===== src/rtl/axi_lite_master_bridge.sv =====
// axi_lite_master_bridge
//
// Converts a single-beat command interface into AXI-Lite read/write transactions,
// with one transaction outstanding at a time. AW and W are issued together; each
// command produces exactly one response pulse.
//
// Optional feature: define AXI_MST_TIMEOUT_EN to enable a handshake watchdog. Without
// it the bridge waits indefinitely for the slave.
//
// Ports:
//   ACLK, ARESETn        clock, asynchronous active-low reset
//   cmd_valid/cmd_ready  command handshake
//   cmd_write            1 = write, 0 = read
//   cmd_addr/cmd_wdata   command address and write data
//   rsp_valid            one-cycle response pulse (no backpressure)
//   rsp_write            response belongs to a write
//   rsp_rdata            read data (0 for writes and timeouts)
//   rsp_resp             BRESP/RRESP, or 2'b10 on timeout
//   AW/W/B/AR/R          AXI-Lite master channels, connected 1:1 to the slave
module axi_lite_master_bridge #(
  parameter int unsigned DW             = 32,
  parameter int unsigned AW             = 32,
  parameter int unsigned TIMEOUT_CYCLES = 256
) (
  input  logic          ACLK,
  input  logic          ARESETn,
  // Command / response side
  input  logic          cmd_valid,
  output logic          cmd_ready,
  input  logic          cmd_write,
  input  logic [AW-1:0] cmd_addr,
  input  logic [DW-1:0] cmd_wdata,
  output logic          rsp_valid,
  output logic          rsp_write,
  output logic [DW-1:0] rsp_rdata,
  output logic [1:0]    rsp_resp,
  // Write address channel
  output logic          AWVALID,
  output logic [AW-1:0] AWADDR,
  input  logic          AWREADY,
  // Write data channel
  output logic          WVALID,
  output logic [DW-1:0] WDATA,
  input  logic          WREADY,
  // Write response channel
  input  logic          BVALID,
  input  logic [1:0]    BRESP,
  output logic          BREADY,
  // Read address channel
  output logic          ARVALID,
  output logic [AW-1:0] ARADDR,
  input  logic          ARREADY,
  // Read data channel
  input  logic          RVALID,
  input  logic [DW-1:0] RDATA,
  input  logic [1:0]    RRESP,
  output logic          RREADY
);

  typedef enum logic [2:0] {
    StIdle,
    StWrReq,
    StWrResp,
    StRdReq,
    StRdData,
    StRsp
  } state_e;

  state_e state_q;
  logic   aw_done_q;
  logic   w_done_q;

  logic aw_hs;
  logic w_hs;
  logic b_hs;
  logic ar_hs;
  logic r_hs;
  logic advance;

  assign aw_hs = AWVALID & AWREADY;
  assign w_hs  = WVALID & WREADY;
  assign b_hs  = BVALID & BREADY;
  assign ar_hs = ARVALID & ARREADY;
  assign r_hs  = RVALID & RREADY;

  // The current wait state completes its handshake this cycle.
  always_comb begin
    advance = 1'b0;
    unique case (state_q)
      StWrReq:  advance = (aw_done_q | aw_hs) & (w_done_q | w_hs);
      StWrResp: advance = b_hs;
      StRdReq:  advance = ar_hs;
      StRdData: advance = r_hs;
      default:  advance = 1'b0;
    endcase
  end

`ifdef AXI_MST_TIMEOUT_EN
  localparam int unsigned TW = (TIMEOUT_CYCLES > 1) ? $clog2(TIMEOUT_CYCLES) : 1;

  logic [TW-1:0] tmo_q;
  logic          waiting;
  logic          tmo_hit;

  assign waiting = (state_q == StWrReq) || (state_q == StWrResp) ||
                   (state_q == StRdReq) || (state_q == StRdData);
  // Fires on the last permitted cycle of a wait state unless the handshake lands.
  assign tmo_hit = waiting && !advance && (tmo_q == TW'(TIMEOUT_CYCLES - 1));

  // Cleared whenever a wait state is (re)entered, so each wait gets a full budget.
  always_ff @(posedge ACLK or negedge ARESETn) begin
    if (!ARESETn) begin
      tmo_q <= '0;
    end else if (!waiting || advance) begin
      tmo_q <= '0;
    end else begin
      tmo_q <= tmo_q + 1'b1;
    end
  end
`else
  logic [31:0] unused_timeout_cycles;
  assign unused_timeout_cycles = TIMEOUT_CYCLES;
`endif

  always_ff @(posedge ACLK or negedge ARESETn) begin
    if (!ARESETn) begin
      state_q   <= StIdle;
      aw_done_q <= 1'b0;
      w_done_q  <= 1'b0;
      cmd_ready <= 1'b1;
      rsp_valid <= 1'b0;
      rsp_write <= 1'b0;
      rsp_rdata <= '0;
      rsp_resp  <= 2'b00;
      AWVALID   <= 1'b0;
      AWADDR    <= '0;
      WVALID    <= 1'b0;
      WDATA     <= '0;
      BREADY    <= 1'b0;
      ARVALID   <= 1'b0;
      ARADDR    <= '0;
      RREADY    <= 1'b0;
    end else begin
      rsp_valid <= 1'b0;
      unique case (state_q)
        StIdle: begin
          if (cmd_valid && cmd_ready) begin
            cmd_ready <= 1'b0;
            rsp_write <= cmd_write;
            if (cmd_write) begin
              AWADDR    <= cmd_addr;
              WDATA     <= cmd_wdata;
              AWVALID   <= 1'b1;
              WVALID    <= 1'b1;
              aw_done_q <= 1'b0;
              w_done_q  <= 1'b0;
              state_q   <= StWrReq;
            end else begin
              ARADDR  <= cmd_addr;
              ARVALID <= 1'b1;
              state_q <= StRdReq;
            end
          end else begin
            // Re-arms one cycle after the response pulse.
            cmd_ready <= 1'b1;
          end
        end

        StWrReq: begin
          // AW and W complete independently, in either order or together.
          if (aw_hs) begin
            AWVALID   <= 1'b0;
            aw_done_q <= 1'b1;
          end
          if (w_hs) begin
            WVALID   <= 1'b0;
            w_done_q <= 1'b1;
          end
          if (advance) begin
            BREADY  <= 1'b1;
            state_q <= StWrResp;
          end
        end

        StWrResp: begin
          if (advance) begin
            BREADY    <= 1'b0;
            rsp_resp  <= BRESP;
            rsp_rdata <= '0;
            state_q   <= StRsp;
          end
        end

        StRdReq: begin
          if (advance) begin
            ARVALID <= 1'b0;
            RREADY  <= 1'b1;
            state_q <= StRdData;
          end
        end

        StRdData: begin
          if (advance) begin
            RREADY    <= 1'b0;
            rsp_resp  <= RRESP;
            rsp_rdata <= RDATA;
            state_q   <= StRsp;
          end
        end

        StRsp: begin
          rsp_valid <= 1'b1;
          state_q   <= StIdle;
        end

        default: state_q <= StIdle;
      endcase

`ifdef AXI_MST_TIMEOUT_EN
      // Abandon the transaction and report SLVERR.
      if (tmo_hit) begin
        AWVALID   <= 1'b0;
        WVALID    <= 1'b0;
        BREADY    <= 1'b0;
        ARVALID   <= 1'b0;
        RREADY    <= 1'b0;
        rsp_resp  <= 2'b10;
        rsp_rdata <= '0;
        state_q   <= StRsp;
      end
`endif
    end
  end

endmodule


===== config.mk =====
export PLATFORM = sky130hd
export DESIGN_NAME = axi_lite_master_bridge
export DESIGN_NICKNAME = d
export VERILOG_FILES = /design/src/rtl/axi_lite_master_bridge.sv
export SDC_FILE = /design/constraint.sdc
export NUM_CORES = 1
export LEC_CHECK = 0
export ABC_AREA = 1
export ABC_CLOCK_PERIOD_IN_PS = 3000
export CORE_MARGIN = 2
export CORE_UTILIZATION = 29
export CTS_BUF_LIST = sky130_fd_sc_hd__clkbuf_2 sky130_fd_sc_hd__clkbuf_4 sky130_fd_sc_hd__clkbuf_8
export DETAILED_ROUTE_END_ITERATION = 7
export PLACE_DENSITY = 0.61
export SYNTH_ARGS = -nofsm -noshare
export SYNTH_HDL_FRONTEND = slang
export SYNTH_SLANG_ARGS = --single-unit

===== constraint.sdc =====
create_clock -name ACLK -period 3 [get_ports ACLK]
set_input_delay 0.6 -clock ACLK [delete_from_list [all_inputs] [get_ports ACLK]]
set_output_delay 0.6 -clock ACLK [all_outputs]
set_load 0.1 [all_outputs]

==> results of run 1 <==
==> metrics by stage <==
step | cells | hold WS, ns | util [%]
floorplan | 629 | 0.3044 | -
global placement | 1117 | 0.4558 | 42.33
global route | 1149 | 0.02017 | 44.75
detailed placement | 1117 | 0.4594 | 42.33
finish | 1149 | 0.02796 | 44.75
CTS | 1149 | 0.01423 | 44.75
==> synthesized netlist by cell type (all sizes together) <==
master | instances | area [µm²]
buf | 21 | 145.1
nand2 | 410 | 1539
o22ai | 1 | 6.260
clkbuf | 5 | 18.77
nand4 | 2 | 12.51
o21ai | 5 | 25.02
mux2 | 2 | 22.52
nor2 | 12 | 70.06
a21boi | 1 | 7.510
o221ai | 1 | 8.760
a21oi | 2 | 21.27
dfstp | 1 | 26.28
o21a | 2 | 15.01
nand3 | 9 | 67.57
dfrtp | 142 | 3553
o22a | 1 | 8.760
inv | 12 | 47.55
==> metal layers <==
layer	routed length [µm]	GRT usage [%]	vias to the layer above
met5	0	0	-
met4	122	4.273	0
met3	1660	7.512	7
met2	7048	24.33	185
met1	7331	21.09	2221
li1	-	-	2402
==> registers in the layout, indices dropped and copies added (netlist names) <==
register / flops
ARADDR: 32
ARVALID: 1
AWADDR: 32
AWVALID: 1
BREADY: 1
RREADY: 1
WDATA: 32
WVALID: 1
aw_done_q: 1
cmd_ready: 1
rsp_rdata: 32
rsp_resp: 2
rsp_valid: 1
rsp_write: 1
state_q: 3
w_done_q: 1
==> layout make-up <==
class                      count  area, µm²  area share, %
clock buffer                  19      249.0          2.955
clock inverter                13      207.7          2.465
inverter                      12      47.55         0.5642
timing repair buffer         254       2203          26.15
sequential                   143       3580          42.48
tap                          260      325.3          3.860
multi-input combinational    448       1814          21.53
==> path summary, 6_finish.rpt <==
path	cells past startpoint	slack, ns	end	start
worst max-delay path	8	1.07	AWADDR[2]	state_q[0]
worst min-delay path	1	0.03	rsp_rdata[15]	ARESETn
worst max register to register	8	1.07	AWADDR[2]	state_q[0]
worst min register to register	2	0.47	WDATA[24]	WDATA[24]
max in group asynchronous	2	2.20	cmd_ready	ARESETn
min in group ACLK	2	0.47	WDATA[24]	WDATA[24]
==> cells by family after synthesis <==
logic type      count (synthesis)  synth area share (%)
simple gates                  433                 30.19
flops                         143                 63.98
compound gates                 13                 1.655
buf+inv                        38                 3.779
mux                             2                0.4025
==> results.yml, run 1 <==
outcome:
  outcome: "completed"
finish:
  drive_above_1_share_pct: 22.16
  final_common_cell: "nand2_1"
  fillers: 1895
  nets: 985
  antenna_cells: 0
  stdcell_area_um2: 8427
  final_cell_mix: "nand2_1, buf_4, dfrtp_1, clkdlybuf4s50_1, clkbuf_8"
  area_delta_synth_final_pct: 50.60
job:
  drv_cap: 0
min_path:
  holdCritPathClass: "input pin to async pin"
timing:
  fin_skew_ns: 0.01517
  finalSetupViolations: 0
  layout_setup_ws_ns: 1.067
  layout_worst_path_cycle_share_pct: 64.45
  fin_setup_tns_ns: 0
  fmax_mhz: 517.2
  tightest_slew_ns: 0.7549
  fin_crit_ns: 1.933
  report.final.slew_viol_count: 0
  slew_headroom_pct: 49.67
  hold_violations: 0
  rsz0062_at_grt: "no"
routing:
  drc: 0
  vias: 4815
  drt_iter0_drc: 217
  final_antenna_net_count: 0
  drt-vias-per-instance: 4.191
  wl_per_cell_um: 14.07
  wirelength_um: 16160
  drt_first_pass_iters: 4
floorplanning:
  die_w_um: 142.9
  fp.dieH_um: 142.9
  core.rowCount: 50
  start_util_pct: 29.71
  die_area_um2: 20420
  core_area_um2: 18830
  ios: 247
setup_path:
  crit_family: "buffers and inverters"
  startpoint_type: "register"
  cpMaxStageDelayCell: "buf_4"
  crit_chain: "inv_2 -> nand2_1 -> nor2_4 -> nand3_4 -> nor2_4 -> buf_4 -> nand2_1 -> nand2_1"
  cp.required_ns: 3.37
  critPathCaptureType: "register"
  path_class: "register to register"
  crit_fanout: 65
  worstPathArrival_ns: 2.30
  path_buf_inv: 2
  cpMostUsedCell: "nand2_1"
  slowest_delay_ns: 0.62
yosys:
  ys_seq_area_share_pct: 63.98
  ys_types: 26
  synth_cells: 629
  syn_area_um2: 5595
  ys_ff_latch: 143
  syn-mean-instance-area_um2: 8.896
  syn-num-nets: 738
  yosysWarnings: 0
global_routing:
  grt-ovfl-total: 0
  track_usage_pct: 16.19
  grt_pass1_wl_um: 25410
  grt_pass1_vias: 4768
  grt_max_degree: 78
  antenna_found_initial: 1
cts:
  cts_setup_buffers: 0
  clock-sinks: 143
  cts_max_path_buffers: 2
  cts_tree: "done"
  cts_resized: 0
  clk_pin_slew_worst_paths_ns: 0.08
  cts-hold-fix-buffers: 0
  root_buffer: "clkbuf_8"
  cts_buffers: 17
  cts_max_level: 4
  clk_latency_ns: 0.44
place:
  place_congestion: 0.7484
  place_area_um2: 7970
  place_hpwl_um: 11190
  port_buffers: 246
  pre_cts_ws_ns: 0.6823
Power of run 1 is not shown: default switching activity piles up to over one toggle a cycle in this logic, so the estimate is an artifact.
==> run 2: changes to the inputs <==
--- a/config.mk
+++ b/config.mk
@@ -6,7 +6,7 @@
 export NUM_CORES = 1
 export LEC_CHECK = 0
 export ABC_AREA = 1
-export ABC_CLOCK_PERIOD_IN_PS = 3000
+export ABC_CLOCK_PERIOD_IN_PS = 2000
 export CORE_MARGIN = 2
 export CORE_UTILIZATION = 29
 export CTS_BUF_LIST = sky130_fd_sc_hd__clkbuf_2 sky130_fd_sc_hd__clkbuf_4 sky130_fd_sc_hd__clkbuf_8
==> constraint.sdc (replaced) <==
create_clock -name ACLK -period 2 [get_ports ACLK]
set_input_delay 0.4 -clock ACLK [delete_from_list [all_inputs] [get_ports ACLK]]
set_output_delay 0.4 -clock ACLK [all_outputs]
set_load 0.1 [all_outputs]
==> run 2 against run 1 <==
Compared with the run above: clock skew decreased by 0.0042 ns; register-to-register slack worse by 0.71 ns; worst hold slack improved by 0.43 ns; utilization is 0.60 points higher; non-clock buffer count increased by 10; critical path depth grew 1; first-iteration DRC count rose by 1.8%; clock-buffer cell count rose by 3; final cell count increased by 0.87%; fmax grew 17%; critical path type unchanged; critical endpoint is now ARADDR[31]; largest cell class unchanged.
==> results.yml, run 2 (synthesis gave the netlist of run 1 again) <==
finish:
  final_common_cell: "nand2_1"
  antenna_cells: 0
  area_delta_synth_final_pct: 52.62
  fillers: 1875
  multi_input_area_um2: 1809
  final_cell_mix: "nand2_1, buf_4, dfrtp_1, clkdlybuf4s50_1, clkbuf_8"
  regArea_um2: 3582
  nets: 995
  drive_above_1_share_pct: 23.14
routing:
  wirelength_um: 16790
  wl_per_cell_um: 14.49
  final_antenna_net_count: 0
  drc: 0
  vias: 4954
  drt_first_pass_iters: 4
  drt_iter0_drc: 221
  drt-vias-per-instance: 4.274
setup_path:
  crit_fanout: 33
  worstPathArrival_ns: 1.96
  cp-startpoint: "state_q[0]"
  slowest_delay_ns: 0.45
  path_class: "register to register"
  endpoint: "ARADDR[31]"
  critPathCaptureType: "register"
  startpoint_type: "register"
  cp.required_ns: 2.31
  cpMaxStageDelayCell: "dfrtp_1"
  crit_chain: "inv_2 -> nand2_1 -> nor2_4 -> nand3_4 -> nor2_2 -> inv_1 -> buf_12 -> nand2_1 -> o21ai_0"
  r2r_slack_ns: 0.35
  regToRegEndpoint: "ARADDR[31]"
  cpMostUsedCell: "nand2_1"
  reg2reg_depth: 9
  r2r_start: "state_q[0]"
global_routing:
  grt_pass1_wl_um: 26220
  grt-ovfl-total: 0
  grt_pass1_vias: 4894
  track_usage_pct: 16.70
  antenna_found_initial: 0
  grt_max_degree: 40
floorplanning:
  die_area_um2: 20420
  ios: 247
  fp.dieH_um: 142.9
  start_util_pct: 29.71
  core.rowCount: 50
  core_area_um2: 18830
  die_w_um: 142.9
timing:
  finalSetupViolations: 0
  fin_skew_ns: 0.01094
  slew_headroom_pct: 73.70
  tightest_slew_ns: 0.3945
  rsz0062_at_grt: "no"
  hold_violations: 0
  fmax_mhz: 606.7
  layout_worst_path_cycle_share_pct: 82.41
  report.final.slew_viol_count: 0
  fin_setup_tns_ns: 0
  fin_crit_ns: 1.648
cts:
  cts_max_path_buffers: 2
  clock-sinks: 143
  root_buffer: "clkbuf_8"
  cts_max_level: 4
  cts_buffers: 17
  clk_pin_slew_worst_paths_ns: 0.08
  cts_tree: "done"
  cts_resized: 0
  clk_latency_ns: 0.43
min_path:
  holdCritPathClass: "input pin to async pin"
place:
  port_buffers: 246
  place_hpwl_um: 12030
  place_congestion: 0.7748
outcome:
  outcome: "completed"
job:
  drv_cap: 0
[run 2: cell types whose count changed in the layout (fill, tap and decap cells not counted), moves of 2 or more]
cell,delta
buf_4,+5
buf_12,+4
inv_6,-3
clkbuf_8,+2
dfrtp_1,-2
dfrtp_2,+2
[run 2: repair_timing]
item | in CTS | in global routing
hold buffers | 1 | 0
setup buffers | 0 | 0
hold endpoints to repair | 30 | 0
[run 2: metrics by stage]
stage / util, % / setup WS, ns / hold WS [ns] / area, µm² / cells
global placement: 42.94 / 0.09035 / 0.3362 / 8085 / 1126
floorplan: - / 0.03206 / 0.1044 / 5598 / 629
detailed placement: 42.94 / 0.04629 / 0.3418 / 8085 / 1126
CTS: 45.35 / 0.3150 / 0.4230 / 8539 / 1159
finish: 45.35 / 0.3518 / 0.4538 / 8539 / 1159
global route: 45.35 / 0.2092 / 0.4532 / 8539 / 1159
[run 2: worst min-delay path by stage]
stage | startpoint | to | slack, ns | cells past startpoint
after global placement | ARESETn | rsp_rdata[12] | 0.34 | 1
final | ARESETn | rsp_rdata[12] | 0.45 | 2
after floorplan | ARESETn | ARADDR[0] | 0.10 | 0
after CTS | ARESETn | WDATA[2] | 0.42 | 2
after detailed placement | ARESETn | rsp_rdata[12] | 0.34 | 1
after global routing | ARESETn | WDATA[2] | 0.45 | 2
[run 2: cell type report]
class	instances	share of cell area [%]
clock buffers	22	3.326
clock inverters	10	1.875
inverters	12	0.5568
multi-input cells	448	21.19
flip-flops and latches	143	41.95
well taps	260	3.810
repair buffers	264	27.30
[run 2: layer usage]
metal	part of all wire [%]	track usage, %	routed length, µm	vias up
li1	-	-	-	2423
met1	45	21.31	7478	2326
met2	46	26.54	7669	196
met3	8.8	6.372	1484	9
met4	0.95	4.638	160	0
met5	0	0	0	-
[run 2: critical path, delay by kind of cell, from the launching register on]
| family | cells | cell delay (ns) |
|---|---|---|
| and+or+nand+nor | 5 | 0.62 |
| DFF | 1 | 0.45 |
| buffers and inverters | 3 | 0.38 |
| AOI/OAI and AO/OA | 1 | 0.07 |
Power of run 2 is left out for the same reason.
==> run 3: changes to the inputs <==
--- a/config.mk
+++ b/config.mk
@@ -6,7 +6,7 @@
 export NUM_CORES = 1
 export LEC_CHECK = 0
 export ABC_AREA = 1
-export ABC_CLOCK_PERIOD_IN_PS = 2000
+export ABC_CLOCK_PERIOD_IN_PS = 1650
 export CORE_MARGIN = 2
 export CORE_UTILIZATION = 29
 export CTS_BUF_LIST = sky130_fd_sc_hd__clkbuf_2 sky130_fd_sc_hd__clkbuf_4 sky130_fd_sc_hd__clkbuf_8
==> constraint.sdc (replaced) <==
create_clock -name ACLK -period 1.65 [get_ports ACLK]
set_input_delay 0.33 -clock ACLK [delete_from_list [all_inputs] [get_ports ACLK]]
set_output_delay 0.33 -clock ACLK [all_outputs]
set_load 0.1 [all_outputs]
==> run 3 against run 2 <==
Compared with the run above: register-to-register slack worse by 0.26 ns; via count grew 0.40%; setup slack worse by 0.30 ns; clock skew rose by 0.0059 ns; non-clock buffer count up 14; global-route usage grew 0.33 points; first-iteration DRC count shrank 7.2%; worst hold slack worse by 0.11 ns.
==> results.yml, run 3 (synthesis gave the netlist of run 1 again) <==
floorplanning:
  die_area_um2: 20420
  core_area_um2: 18830
  ios: 247
  fp.dieH_um: 142.9
  die_w_um: 142.9
  start_util_pct: 29.71
  core.rowCount: 50
global_routing:
  grt-ovfl-total: 0
  antenna_found_initial: 0
  track_usage_pct: 17.03
  grt_pass1_vias: 4992
  grt_pass1_wl_um: 26750
  grt_max_degree: 38
place:
  place_hpwl_um: 12350
  port_buffers: 246
  place_congestion: 0.7649
routing:
  drt_iter0_drc: 205
  wl_per_cell_um: 14.65
  final_antenna_net_count: 0
  drt_first_pass_iters: 4
  vias: 4974
  drc: 0
  wirelength_um: 17180
  drt-vias-per-instance: 4.240
cts:
  root_buffer: "clkbuf_8"
  cts_tree: "done"
  cts_buffers: 17
  clk_pin_slew_worst_paths_ns: 0.09
  cts_max_level: 4
  clock-sinks: 143
  cts_max_path_buffers: 2
  clk_latency_ns: 0.45
setup_path:
  slowest_delay_ns: 0.66
  cpMaxStageDelayCell: "dfstp_4"
  crit_family: "flip-flops"
  critPathCaptureType: "primary output"
  cp-startpoint: "cmd_ready"
  r2r_start: "cmd_ready"
  cp.required_ns: 1.32
  startpoint_type: "register"
  crit_fanout: 3
  path_class: "register to primary output"
  worstPathArrival_ns: 1.27
  path_buf_inv: 1
  crit_chain: "buf_12"
timing:
  report.final.slew_viol_count: 0
  fin_skew_ns: 0.01689
  rsz0062_at_grt: "yes"
  slew_headroom_pct: 74.50
  fmax_mhz: 624.2
  finalSetupViolations: 0
  layout_worst_path_cycle_share_pct: 97.09
  hold_violations: 0
  fin_setup_tns_ns: 0
  fin_crit_ns: 1.602
  tightest_slew_ns: 0.3825
finish:
  nets: 1009
  drive_above_1_share_pct: 24.75
  antenna_cells: 0
  final_common_cell: "nand2_1"
  final_cell_mix: "nand2_1, buf_12, dfrtp_1, clkdlybuf4s50_1, buf_4"
  area_delta_synth_final_pct: 86.16
outcome:
  outcome: "completed"
min_path:
  holdCritPathClass: "input pin to async pin"
job:
  drv_cap: 0
## run 3: cell types whose count changed in the layout (fill, tap and decap cells not counted), sizes merged
cell	change
buf	+12
bufinv	-2
clkinv	-1
clkinvlp	+2
inv	+3
## run 3: layout make-up
cell class | instances | area (µm²)
clock buffer | 20 | 262.8
clock inverter | 12 | 132.6
fill | 1616 | 8414
inverter | 12 | 50.05
multi-input combinational | 448 | 1814
sequential | 143 | 3601
tap | 260 | 325.3
timing repair buffer | 278 | 4230
## run 3: path summary, 6_finish.rpt
check,to,slack [ns],cells past startpoint
max reg2reg,AWADDR[31],0.09,7
max in group asynchronous,cmd_ready,0.68,3
min in group ACLK,rsp_rdata[19],0.41,3
min reg2reg,w_done_q,0.54,2
min,WDATA[7],0.35,2
max,cmd_ready,0.05,1
## run 3: stage by stage
stage / util, % / area, µm² / setup slack [ns] / hold WS, ns / cells
after floorplan: - / 5615 / 0.01261 / 0.03441 / 629
after global placement: 52.61 / 9907 / -0.1467 / 0.2646 / 1133
after detailed placement: 52.61 / 9907 / -0.2081 / 0.2581 / 1133
after CTS: 54.84 / 10330 / -0.02346 / 0.3224 / 1168
after global routing: 55.32 / 10420 / -0.01536 / 0.3316 / 1173
final: 55.32 / 10420 / 0.04803 / 0.3484 / 1173
## run 3: routing by layer
metal,part of all wire (%),GRT usage (%)
met1,43,20.93
met2,47,26.64
met3,9.7,8.216
met4,1.0,4.846
met5,0,0
## run 3: timing repair
| item | CTS | global route |
|---|---|---|
| gates resized for setup | 0 | 5 |
| cloned | 0 | 2 |
| endpoints found under the setup margin | 2 | 126 |
| pin swaps | 1 | 2 |
| buffers inserted | 2 | 3 |
| hold buffers | 1 | 0 |
| hold endpoints to repair | 30 | 0 |
Power of run 3 is left out for the same reason.
==> edit 1, RTL diff (config.mk and constraints of run 2) <==
Set the parameter `DW` to 40 (it was 32).
--- a/src/rtl/axi_lite_master_bridge.sv
+++ b/src/rtl/axi_lite_master_bridge.sv
@@ -19,5 +19,5 @@
 //   AW/W/B/AR/R          AXI-Lite master channels, connected 1:1 to the slave
 module axi_lite_master_bridge #(
-  parameter int unsigned DW             = 32,
+  parameter int unsigned DW             = 40,
   parameter int unsigned AW             = 32,
   parameter int unsigned TIMEOUT_CYCLES = 256
Interface: changed (resized RDATA, WDATA, cmd_wdata and rsp_rdata); port bits go from 247 to 279. The function was not compared with the original's and may differ.
==> edit 1 against run 2 <==
  * Sequential cell count rose by 16
  * Final area rose by 11%
  * Area after synthesis up 11%
  * Largest cell class unchanged
  * Routed wire length is 11% higher
  * Worst setup slack worse by 0.18 ns
  * Highest routed layer unchanged
  * Maximum frequency is 9.9% lower
Power is not shown: default switching activity piles up to over one toggle a cycle in this logic, so the estimate is an artifact.
==> edit 1: results <==
[route]
detail_route.wl_per_cell_um = 14.62
vias_per_cell = 4.259
initialDrtViolationCount = 187

[sta]
finClkSkew_ns = 0.01748
slew_headroom = 0.7441

[placement]
dp_hpwl_mm = 13.54
io_buffers = 278
dpl_worst_slack_ns = -0.01362
placed_cell_area_um2 = 9042
place_congestion = 0.7553

[finish]
insertedDiodeCount = 0
drive_gt1_frac = 0.2295
final_nets = 1114
top_regs = WDATA (40), rsp_rdata (40)
nFillCells = 2082

[synth]
netlist_top_cells_area = dfrtp_1 (64%), nand2_1 (28%), buf_4 (1.1%)
synthTopCellsByCount = nand2_1 (461), dfrtp_1 (158), buf_2 (12)
synth_nets = 824
yosysSeqAreaShare = 0.6426
synth_cell_types = 24

[clock_tree]
clockBufferDepth = 2
htreeDepth = 4
clk_latency_ns = 0.44
post_cts_buffers = 0
cts-root-buf = clkbuf_8

[global_route]
grt_pass1_wl_mm = 28.60
grt_max_degree = 48
grt_pass1_vias = 5367
track_usage = 0.1628
antenna_found_initial = 1

[setup_path]
slowest_delay_ns = 0.45
cp_data_arrival_time_ns = 2.15
crit_fanout = 25
critPathSlowestCell = dfrtp_1

[run_status]
status = finished, final reports clean

[min_path]
min-delay-path-class = in2async
-- edit 1: area by class of cell --
cell class,instances,area (um2),area share
clock inverters,12,122.6,0.01298
repair buffers,301,2699,0.2856
multi-input cells,497,1981,0.2096
inverters,13,51.30,0.005429
well taps,275,344.1,0.03641
flip-flops and latches,159,3983,0.4215
clock buffers,20,269.0,0.02847
-- edit 1: per-stage QoR --
step / hold slack (ns) / util / cells
floorplan: 0.1044 / - / 699
global route: 0.3849 / 0.4495 / 1277
CTS: 0.3625 / 0.4493 / 1277
detailed placement: 0.2982 / 0.4302 / 1244
finish: 0.3920 / 0.4495 / 1277
global placement: 0.3002 / 0.4302 / 1244
-- edit 1: final timing paths --
check | from | to | slack [ns] | cells past startpoint
worst max-delay path | state_q[0] | WDATA[29] | 0.17 | 9
worst min-delay path | ARESETn | rsp_rdata[22] | 0.39 | 2
worst max register to register | state_q[0] | WDATA[29] | 0.17 | 9
worst min register to register | WDATA[27] | WDATA[27] | 0.48 | 2
max in group asynchronous | ARESETn | ARADDR[12] | 0.91 | 3
min in group ACLK | WDATA[27] | WDATA[27] | 0.48 | 2
-- edit 1: routing by layer --
layer,up-vias,share of wire,track usage
li1,2712,-,-
met1,2505,0.44,0.2077
met3,11,0.096,0.06424
met2,211,0.45,0.2603
met4,0,0.011,0.03962
met5,-,0,0
-- edit 1: cells by family after synthesis --
group / Yosys count / synth area share
and+or+nand+nor: 484 / 0.3016
DFF: 159 / 0.6426
buffers and inverters: 43 / 0.03919
AOI/OAI and AO/OA: 11 / 0.01293
muxes: 2 / 0.003636
-- edit 1: repair_timing --
item                       CTS  global route
hold buffers                 1             0
setup endpoints to repair    0            16
hold endpoints to repair    23             0
resized for setup            0             1
-- edit 1: critical path: cells and delay by family (launching register included) --
family        cells  cell delay (ns)
flops             1             0.45
simple gates      6             0.73
buf+inv           3             0.51
==> edit 2, RTL diff (flow settings as in run 2) <==
Without the edit above. The 6 states of `state_e` get a one-hot encoding in 6 bits.
--- a/src/rtl/axi_lite_master_bridge.sv
+++ b/src/rtl/axi_lite_master_bridge.sv
@@ -58,11 +58,11 @@
 );
 
-  typedef enum logic [2:0] {
-    StIdle,
-    StWrReq,
-    StWrResp,
-    StRdReq,
-    StRdData,
-    StRsp
+  typedef enum logic [5:0] {
+    StIdle   = 6'b000001,
+    StWrReq  = 6'b000010,
+    StWrResp = 6'b000100,
+    StRdReq  = 6'b001000,
+    StRdData = 6'b010000,
+    StRsp    = 6'b100000
   } state_e;
 
Behaviour: no difference found for any inputs over 4 cycles, from zero or initial values and one cycle with ARESETn low; so few cycles prove little.
==> edit 2 against run 2 <==
  * Worst setup slack lost 0.19 ns
  * First-iteration DRC count shrank 18%
  * Global-route usage shrank 1.6 points
  * Final area grew 5.9%
  * Critical endpoint is now rsp_resp[1]
  * Critical path type unchanged
  * Sequential share of layout area shrank 1.5 points
  * Routed wire length shrank 1.7%
  * Area after synthesis grew 9.1%
  * Sequential cell count grew 3
Power is not shown: default switching activity piles up to over one toggle a cycle in this logic, so the estimate is an artifact.
==> edit 2: results <==
[finish]
drive_gt1_frac = 0.2986
nFillCells = 2098
final_nets = 997
insertedDiodeCount = 0

[synth]
synth.avg_cell_area_um2 = 9.644
yosysWarnings = 0
synthTopCellsByCount = nand2_1 (211), dfrtp_1 (144), o21ai_0 (58)
ys_async_sr_fraction = 1.000
synth_nets = 742
yosysSeqAreaShare = 0.5989
netlist_top_cells_area = dfrtp_1 (59%), nand2_1 (13%), nand2_4 (5.9%)
synth_cell_types = 27

[global_route]
antenna_found_initial = 1
grt_pass1_wl_mm = 26.44
track_usage = 0.1512
grt_max_degree = 67

[setup_path]
critPathSlowestCell = dfstp_2
crit_fanout = 34
slowest_delay_ns = 0.58
critPathTopFamily = simple AND/OR/NAND/NOR gates
rr_worst_depth = 8
cp_data_arrival_time_ns = 2.22

[min_path]
min-delay-path-class = in2async

[placement]
dpl_worst_slack_ns = -0.09441
io_buffers = 246
place_congestion = 0.7090
dp_cells = 1143
dp_hpwl_mm = 11.75

[sta]
worst_slew_pin_slew_ns = 0.6141
finClkSkew_ns = 0.01532

[clock_tree]
cts_resized = 0
numCtsBuffers = 17
cts-root-buf = clkbuf_8
clockBufferDepth = 2
clk_pin_slew_worst_paths_ns = 0.09
htreeDepth = 4
clk_latency_ns = 0.44
cts_hold_buffers = 1
post_cts_buffers = 0

[run_status]
status = finished, final reports clean

[route]
vias_per_cell = 4.210
initialDrtViolationCount = 181
vias = 4951
dr.pass1.iters = 4
routed_wl_mm = 16.51
## edit 2: cell types whose count changed after synthesis, moves of 10 or more
cell      before  now
o21ai_1        0   10
o21ai_0        5   58
nand2_1      410  211
nand2_2        0   32
nand3_1        6   38
inv_1          7   52
clkbuf_1       5   16
nand2_4        0   32
## edit 2: area by class of cell
cell class | instances | share of cell area
Inverter | 55 | 0.02351
Tap cell | 275 | 0.03804
Timing Repair Buffer | 264 | 0.2618
Multi-Input combinational cell | 404 | 0.2296
Clock buffer | 17 | 0.02586
Clock inverter | 15 | 0.01646
Sequential cell | 146 | 0.4047
## edit 2: per-layer routing
layer  vias to the layer above  GRT usage  share of wire
met4                         2    0.04190          0.010
met2                       181     0.2343           0.45
met5                         -          0        0.00097
met3                        15    0.06514          0.096
li1                       2481          -              -
met1                      2272     0.1937           0.44
## edit 2: path summary, 6_finish.rpt
kind,start,to,slack [ns]
setup / recovery,state_q[0],rsp_resp[1],0.16
hold / removal,ARESETn,rsp_rdata[19],0.41
setup reg to reg,state_q[0],rsp_resp[1],0.16
hold reg to reg,rsp_rdata[25],rsp_rdata[25],0.48
max in group asynchronous,ARESETn,cmd_ready,0.99
min in group ACLK,rsp_rdata[25],rsp_rdata[25],0.48
## edit 2: through the flow
| stage | instance area [um2] | hold slack, ns |
|---|---|---|
| finish | 9046 | 0.4100 |
| global route | 9046 | 0.4035 |
| CTS | 9046 | 0.3802 |
| detailed placement | 8653 | 0.3108 |
| global placement | 8653 | 0.3121 |
| floorplan | 6110 | 0.1044 |
## edit 2: kinds of logic after synthesis
logic type             Yosys count  share of synthesized area
AND/OR/NAND/NOR                332                     0.2800
flip-flops                     146                     0.5989
buffers and inverters           83                    0.06128
AO/OA/AOI/OAI                   72                    0.05985
